--- src/rtl/reg_file_pkg.sv ---
// Register-file write-port sharing: shared constants, types and a clog2 helper.
// No logic, no latency; no flow control of its own.
package reg_file_pkg;

   localparam int RF_ADDR_W   = 5;
   localparam int RF_DATA_W   = 32;
   localparam int RF_NUM_REGS = 32;

   typedef logic [RF_ADDR_W-1:0] rf_addr_t;
   typedef logic [RF_DATA_W-1:0] rf_data_t;

   // Never returns less than 1 so a 1-bit index still exists for tiny counts.
   function automatic int clog2(input int n);
      int v_w;
      v_w = 1;
      while ((1 << v_w) < n) begin
         v_w = v_w + 1;
      end
      return v_w;
   endfunction

endpackage

--- src/rtl/reg_file_write_arbiter_rr_pick.sv ---
// Round-robin one-hot picker: first set request at or after the pointer, wrapping.
// Purely combinational, zero latency; no backpressure, the caller gates i_req.
module reg_file_write_arbiter_rr_pick
   import reg_file_pkg::*;
#(
   parameter int N     = 4,
   parameter int IDX_W = clog2(N)
) (
   input  logic [N-1:0]     i_req,
   input  logic [IDX_W-1:0] i_ptr,
   output logic [N-1:0]     o_grant,
   output logic [IDX_W-1:0] o_idx,
   output logic             o_any
);

   always_comb begin
      int unsigned w_sum;
      logic [IDX_W-1:0] w_cand;
      logic w_found;
      o_grant = '0;
      o_idx   = '0;
      w_found = 1'b0;
      w_sum   = 0;
      w_cand  = '0;
      for (int off = 0; off < N; off++) begin
         // Explicit compare keeps the wrap correct when N is not a power of two.
         w_sum = int'(unsigned'(i_ptr)) + off;
         if (w_sum >= N) begin
            w_sum = w_sum - N;
         end
         w_cand = IDX_W'(w_sum);
         if (!w_found && i_req[w_cand]) begin
            o_grant[w_cand] = 1'b1;
            o_idx           = w_cand;
            w_found         = 1'b1;
         end
      end
      o_any = w_found;
   end

endmodule

--- src/rtl/reg_file_write_arbiter.sv ---
// Round-robin arbiter for the single register-file write port; RF_ZERO_REG_DISCARD_EN drops x0 writes.
// Latency: 1 cycle accept -> wr_en. Backpressure: wr_stall freezes the output stage and withholds req_ready.
module reg_file_write_arbiter
   import reg_file_pkg::*;
#(
   parameter int NUM_REQ = 4,
   parameter int ADDR_W  = RF_ADDR_W,
   parameter int DATA_W  = RF_DATA_W,
   parameter int IDX_W   = clog2(NUM_REQ)
) (
   input  logic                      clk,
   input  logic                      rst_n,
   input  logic [NUM_REQ-1:0]        req_valid,
   input  logic [NUM_REQ*ADDR_W-1:0] req_addr,
   input  logic [NUM_REQ*DATA_W-1:0] req_data,
   output logic [NUM_REQ-1:0]        req_ready,
   input  logic                      wr_stall,
   output logic                      wr_en,
   output logic [ADDR_W-1:0]         wr_addr,
   output logic [DATA_W-1:0]         wr_data,
   output logic [IDX_W-1:0]          grant_id,
   output logic                      busy
);

   logic [IDX_W-1:0]   r_ptr;
   logic               r_wr_en;
   logic [ADDR_W-1:0]  r_wr_addr;
   logic [DATA_W-1:0]  r_wr_data;
   logic [IDX_W-1:0]   r_grant_id;

   logic [NUM_REQ-1:0] w_req;
   logic [NUM_REQ-1:0] w_grant;
   logic [IDX_W-1:0]   w_idx;
   logic               w_any;
   logic [IDX_W-1:0]   w_ptr_nxt;
   logic [ADDR_W-1:0]  w_sel_addr;
   logic [DATA_W-1:0]  w_sel_data;
   logic               w_load_en;

   // No grant while stalled or held in reset.
   assign w_req = (wr_stall || !rst_n) ? '0 : req_valid;

   reg_file_write_arbiter_rr_pick #(
      .N     (NUM_REQ),
      .IDX_W (IDX_W)
   ) u_pick (
      .i_req   (w_req),
      .i_ptr   (r_ptr),
      .o_grant (w_grant),
      .o_idx   (w_idx),
      .o_any   (w_any)
   );

   always_comb begin
      w_sel_addr = '0;
      w_sel_data = '0;
      for (int i = 0; i < NUM_REQ; i++) begin
         if (w_grant[i]) begin
            w_sel_addr = req_addr[i*ADDR_W +: ADDR_W];
            w_sel_data = req_data[i*DATA_W +: DATA_W];
         end
      end
   end

   assign w_ptr_nxt = (w_idx == IDX_W'(NUM_REQ - 1)) ? '0 : w_idx + 1'b1;

`ifdef RF_ZERO_REG_DISCARD_EN
   // x0 is hardwired zero: accept the request but spend no file cycle on it.
   assign w_load_en = (w_sel_addr != '0);
`else
   assign w_load_en = 1'b1;
`endif

   always_ff @(posedge clk or negedge rst_n) begin
      if (!rst_n) begin
         r_ptr      <= '0;
         r_wr_en    <= 1'b0;
         r_wr_addr  <= '0;
         r_wr_data  <= '0;
         r_grant_id <= '0;
      end else if (!wr_stall) begin
         if (w_any) begin
            r_wr_en    <= w_load_en;
            r_wr_addr  <= w_sel_addr;
            r_wr_data  <= w_sel_data;
            r_grant_id <= w_idx;
            r_ptr      <= w_ptr_nxt;
         end else begin
            r_wr_en    <= 1'b0;
         end
      end
   end

   assign req_ready = w_grant;
   assign wr_en     = r_wr_en;
   assign wr_addr   = r_wr_addr;
   assign wr_data   = r_wr_data;
   assign grant_id  = r_grant_id;
   assign busy      = (|req_valid) | r_wr_en;

endmodule

--- config.mk ---
export PLATFORM = sky130hd
export DESIGN_NAME = reg_file_write_arbiter
export DESIGN_NICKNAME = d
export VERILOG_FILES = /design/src/rtl/reg_file_pkg.sv /design/src/rtl/reg_file_write_arbiter_rr_pick.sv /design/src/rtl/reg_file_write_arbiter.sv
export SDC_FILE = /design/constraint.sdc
export NUM_CORES = 1
export LEC_CHECK = 0
export ABC_AREA = 1
export BUFFER_PORTS_ARGS = -buffer_cell sky130_fd_sc_hd__buf_4
export CORE_AREA = 10 10 120 95
export CTS_CLUSTER_SIZE = 12
export DETAILED_ROUTE_END_ITERATION = 16
export DIE_AREA = 0 0 130 105
export PLACE_DENSITY = 0.78
export SETUP_SLACK_MARGIN = 0.5
export SLEW_MARGIN = 10
export SYNTH_ARGS = -nofsm -noshare
export SYNTH_HDL_FRONTEND = slang
export SYNTH_SLANG_ARGS = --single-unit
--- constraint.sdc ---
create_clock -name clk -period 3.7 [get_ports clk]
set_clock_uncertainty 0.1 [all_clocks]
set_input_delay 0.925 -clock clk [delete_from_list [all_inputs] [get_ports clk]]
set_output_delay 0.925 -clock clk [all_outputs]
set_load 0.02 [all_outputs]
Word level (Yosys, flattened, before mapping)

Cells that the tools add are included.

Equal/unequal tests: 1
Bitwise logic cells: 5
$add $sub $neg: 8
Order comparisons: 12
Reduce and logical (&&, ||, !) cells: 14
Multiplexer cells: 43

Operators by type and width:

| cell                                                              | count |
|---|---|
| 2-to-1 mux 32 bit                                                 | 4 |
| 2-to-1 mux 4 bit                                                  | 5 |
| 2-to-1 mux 5 bit                                                  | 4 |
| 2-to-1 mux 2 bit                                                  | 9 |
| 2-to-1 mux 1 bit                                                  | 13 |
| less-than comparator 2 x 3 -> 1 bit, second input constant        | 4 |
| bitwise OR 4 bit                                                  | 3 |
| greater-or-equal comparator 3 bit, second input constant          | 3 |
| binary-select mux 1 bit (select 2 bit)                            | 4 |
| demux 1 bit (select 2 bit)                                        | 4 |
| greater-or-equal comparator 2 x 1 -> 1 bit, second input constant | 4 |
| subtractor 2 x 1 -> 2 bit, second input constant                  | 4 |
| logical AND 1 bit                                                 | 7 |
| adder 2 x 2 -> 3 bit, second input constant                       | 2 |
| logical NOT 1 bit                                                 | 4 |
| OR reduction 4 bit                                                | 1 |
| adder 2 x 1 -> 3 bit, second input constant                       | 1 |
| greater-or-equal comparator 2 x 3 -> 1 bit, second input constant | 1 |
| adder 2 x 1 -> 2 bit, second input constant                       | 1 |
| equality test 2 bit, second input constant                        | 1 |
| AND reduction 2 bit                                               | 1 |
| logical OR 1 bit                                                  | 1 |
| NOT 1 bit                                                         | 1 |
| bitwise OR 1 bit                                                  | 1 |

Flip-flop bits (word level): 42
Bits of input ports: 155
Logic and storage cells: 88

Depth between registers and ports, before layout

Depth after elaboration: 19
Mapped depth: 17
Gate-level depth less buffers: 15

By module

From an unflattened synthesis, not the netlist that was laid out.

Cells, all modules: 586
Area, all modules: 3,547.2 µm²

Modules (own cells, without submodules):

| module                         | times used | cells an instance | area each (µm²) |
|---|---|---|---|
| reg_file_write_arbiter         | 1          | 512               | 3,106.7 |
| reg_file_write_arbiter_rr_pick | 1          | 74                | 440.4 |

Worst setup path before layout

Ideal clock, no wire load.

Kind: input to output
Start point: input rst_n
End point: output req_ready[3]
Stages: 12
Path buffers: 3
Arrival: 2.137 ns
Required time: 2.675 ns
Slack: 0.538 ns
Cells stage by stage: buf_6 nand3_2 nand2_2 nand3_2 nand2_4 nor2_8 nand3_2 inv_2 nand2_1 nand4_2 buf_6 buf_2

Longest elaborated chain between the ends: 15

RTL lines:

| item                                   | RTL line                             | source |
|---|---|---|
| start, declared                        | reg_file_write_arbiter.sv:12         | `input logic rst_n,` |
| logical NOT 1 bit (no source line) (*) | --                                   |  |
| logical OR 1 bit (*)                   | reg_file_write_arbiter.sv:41         | `assign w_req = (wr_stall \|\| !rst_n) ? '0 : req_valid;` |
| 2-to-1 mux 4 bit (*)                   | reg_file_write_arbiter.sv:41         |  |
| binary-select mux 1 bit (select 2 bit) | reg_file_write_arbiter_rr_pick.sv:32 | `if (!w_found && i_req[w_cand]) begin` |
| 2-to-1 mux 1 bit (implied by the code) | reg_file_write_arbiter_rr_pick.sv:32 |  |
| 2-to-1 mux 1 bit                       | reg_file_write_arbiter_rr_pick.sv:32 |  |
| logical NOT 1 bit                      | reg_file_write_arbiter_rr_pick.sv:32 |  |
| logical AND 1 bit                      | reg_file_write_arbiter_rr_pick.sv:32 |  |
| 2-to-1 mux 1 bit                       | reg_file_write_arbiter_rr_pick.sv:32 |  |
| logical NOT 1 bit                      | reg_file_write_arbiter_rr_pick.sv:32 |  |
| logical AND 1 bit                      | reg_file_write_arbiter_rr_pick.sv:32 |  |
| 2-to-1 mux 1 bit                       | reg_file_write_arbiter_rr_pick.sv:32 |  |
| logical NOT 1 bit                      | reg_file_write_arbiter_rr_pick.sv:32 |  |
| logical AND 1 bit                      | reg_file_write_arbiter_rr_pick.sv:32 |  |
| 2-to-1 mux 4 bit (*)                   | reg_file_write_arbiter_rr_pick.sv:32 |  |
| end, declared                          | reg_file_write_arbiter.sv:16         | `output logic [NUM_REQ-1:0] req_ready,` |

Every way passes the cells marked *; elsewhere a longest branch is shown, timed or not. The select of a mux whose other input is x is not followed.

Worst setup path in the final report

Start point: input wr_stall
End point: output req_ready[3]

Longest elaborated chain between the ends: 14

RTL lines:

| item                                   | RTL line                             | source |
|---|---|---|
| start, declared                        | reg_file_write_arbiter.sv:17         | `input logic wr_stall,` |
| logical OR 1 bit (*)                   | reg_file_write_arbiter.sv:41         |  |
| 2-to-1 mux 4 bit (*)                   | reg_file_write_arbiter.sv:41         |  |
| binary-select mux 1 bit (select 2 bit) | reg_file_write_arbiter_rr_pick.sv:32 |  |
| 2-to-1 mux 1 bit (implied by the code) | reg_file_write_arbiter_rr_pick.sv:32 |  |
| 2-to-1 mux 1 bit                       | reg_file_write_arbiter_rr_pick.sv:32 |  |
| logical NOT 1 bit                      | reg_file_write_arbiter_rr_pick.sv:32 |  |
| logical AND 1 bit                      | reg_file_write_arbiter_rr_pick.sv:32 |  |
| 2-to-1 mux 1 bit                       | reg_file_write_arbiter_rr_pick.sv:32 |  |
| logical NOT 1 bit                      | reg_file_write_arbiter_rr_pick.sv:32 |  |
| logical AND 1 bit                      | reg_file_write_arbiter_rr_pick.sv:32 |  |
| 2-to-1 mux 1 bit                       | reg_file_write_arbiter_rr_pick.sv:32 |  |
| logical NOT 1 bit                      | reg_file_write_arbiter_rr_pick.sv:32 |  |
| logical AND 1 bit                      | reg_file_write_arbiter_rr_pick.sv:32 |  |
| 2-to-1 mux 4 bit (*)                   | reg_file_write_arbiter_rr_pick.sv:32 |  |

Marked as above.

==> impl_metrics.toml <==
[outcome]
outcome = "finished, final reports clean"

[timing]
period_share = 0.853
final.setup.tns_ps = 0
worstMarginPinSlew_ps = 733
fin_hold_ws_ps = 397
slew-limit-headroom = 0.511
min_period_ps = 3160
drv_slew = 0
hold_violations = 0
max_freq_mhz = 317
rsz0062_at_grt = "true"
finalSetupViolCount = 0

[floorplan]
io_pins = 200
core_area_um2 = 8930
start_util = 0.395
rows = 30
die_h_um = 105
dieArea_um2 = 13700
die_x_um = 130

[clock_network]
clk_pin_slew_worst_paths_ps = 60
cts_buffer_depth = 2
htree_levels = 2
clk_latency_ps = 270
cts_root_buf = "clkbuf_16"
cts_buffers = 5
clkSinkCount = 42
cts_tree = "done"
ctsHoldBuffers = 0

[routing]
avgViaCountPerCell = 5.25
vias = 4277
wl_per_cell_um = 17.2
drt_iter0_drc = 201
routed_wl_mm = 14.0
drc_errors = 0
firstDrtPassIters = 4
ant_nets = 0

[worst_setup_path]
r2r-end = "wr_data[6]"
end_kind = "output port"
critPathMaxFanout = 9
rrSetupSlack_ps = 940
rr_startpoint = "r_ptr[1]"
crit_path_top_delay_cell = "buf_6"
path_class = "input port to output port"
crit_chain = "buf_4, inv_6, nand3_2, nand2_2, nand3_1, nand2_2, inv_2, nand3_4, inv_2, nand2_2, nand4_4, buf_6"
cp.required_ps = 2670
crit_start = "wr_stall"
cpPeakStageDelay_ps = 160
crit_top_cell = "nand2_2"
startpoint_type = "input port"
rr_worst_depth = 14
cp_data_arrival_time_ps = 2130

[worst_hold_path]
whs_path_depth = 2
hold_end = "wr_data[23]"
min-delay-start = "wr_data[23]"
hold_class = "register to register"

[power]
vdd_drop_max_mv = 0.755
cellPowerDensity_nw_per_um2 = 1240
power_mw = 6.45
leakage_nw = 2.68

[synth]
synth_top_area_cell = "dfrtp_1"
synth_cell_types = 25
yosysWarningCount = 0
synthTopCellsByArea = "dfrtp_1 (30%), nand2_1 (19%), nand3_1 (13%)"
yosysSeqAreaShare = 0.298
synthCells = 520
syn_area_um2 = 3530
ys_ff_latch = 42
synth_nets = 681
synth_top_area_frac = 0.298
syn_avg_cell_area_um2 = 6.79

[final_layout]
area_delta_synth_final_pct = 47.8
fill_cells = 870
final_util = 0.584
nets = 863
drive_gt1_frac = 0.405
diodes = 0

[grt]
grt_pass1_vias = 4296
grt-ovfl-total = 0
antenna_found_initial = 0
grt_pass1_wl_mm = 21.8
grt_max_degree = 75
grt_util_all_layers = 0.194

[placed_design]
port_buffers = 199
dp_hpwl_mm = 10.6
place_congestion = 0.919

[flow_run]
cap_violations = 0
## cells by family (layout without fill, tap and decap cells)
kind of cell | count (synthesis) | after routing | synth area share
buffers and inverters | 50 | 232 | 0.101
AOI/OAI and AO/OA | 79 | 79 | 0.134
adders and majority gates | 6 | 6 | 0.0213
DFF | 42 | 42 | 0.298
and+or+nand+nor | 343 | 343 | 0.446
## final cells by class
type / instances / area (µm²) / area share
clock buffers: 6 / 139 / 0.0266
clock inverters: 1 / 30.0 / 0.00576
multi-input cells: 428 / 2180 / 0.418
flip-flops and latches: 42 / 1050 / 0.202
inverters: 13 / 61.3 / 0.0118
repair buffers: 212 / 1610 / 0.309
well taps: 112 / 140 / 0.0269
## what timing repair did
action / 4_1_cts / 5_1_grt
endpoints found under the setup margin: 41 / 6
buffers inserted: 2 / 1
pin swaps: 0 / 5
gates resized for setup: 5 / 13
## synthesized netlist by cell type (all sizes together)
library cell / count
nor4: 1
nand4: 7
inv: 13
ha: 6
o21ai: 3
o22ai: 1
nor2: 44
nand2: 191
a21oi: 75
dfrtp: 42
buf: 34
nand3: 100
clkbuf: 3
## critical path, delay by kind of cell
family / cells / cell delay [ps]
buffers and inverters: 5 / 500
and+or+nand+nor: 7 / 710
## layout by cell type (no fill, tap or decap), drive strengths merged
cell / n
bufinv: 1
o22ai: 1
dfrtp: 42
buf: 212
inv: 13
clkbuf: 6
nand3: 100
a21oi: 75
nor2: 44
nand2: 191
nor4: 1
ha: 6
nand4: 7
o21ai: 3
## worst max path at each step
stage	end	cells after the start
floorplan	req_ready[3]	12
global placement	wr_addr[0]	16
detailed placement	wr_data[31]	16
CTS	req_ready[3]	12
global route	req_ready[3]	12
finish	req_ready[3]	12
## metal layers
metal / vias up / global-route usage / share of wire
li1: 2085 / - / -
met1: 1962 / 0.236 / 0.43
met2: 215 / 0.321 / 0.46
met4: 0 / 0.0393 / 0.012
met3: 15 / 0.0682 / 0.11
met5: - / 0 / 0
## per-stage QoR
step,cells,setup WS (ps),area (µm²)
5_1_grt,814,483,5220
6_report,814,544,5220
3_5_place_dp,804,371,4970
3_3_place_gp,804,449,4970
2_1_floorplan,520,538,3530
4_1_cts,813,503,5160
## report_power, final
part	switching, mW	internal [mW]
Sequential	0.136	0.756
Combinational	3.23	1.83
Clock	0.166	0.333
Total	3.53	2.92
## sequential cells by signal, indices dropped and copies added (netlist names), named ones only
register and flops:
grant_id 2, r_ptr 1, wr_addr 5, wr_data 32, wr_en 1
No activity file was read; power rests on OpenSTA's default activity.
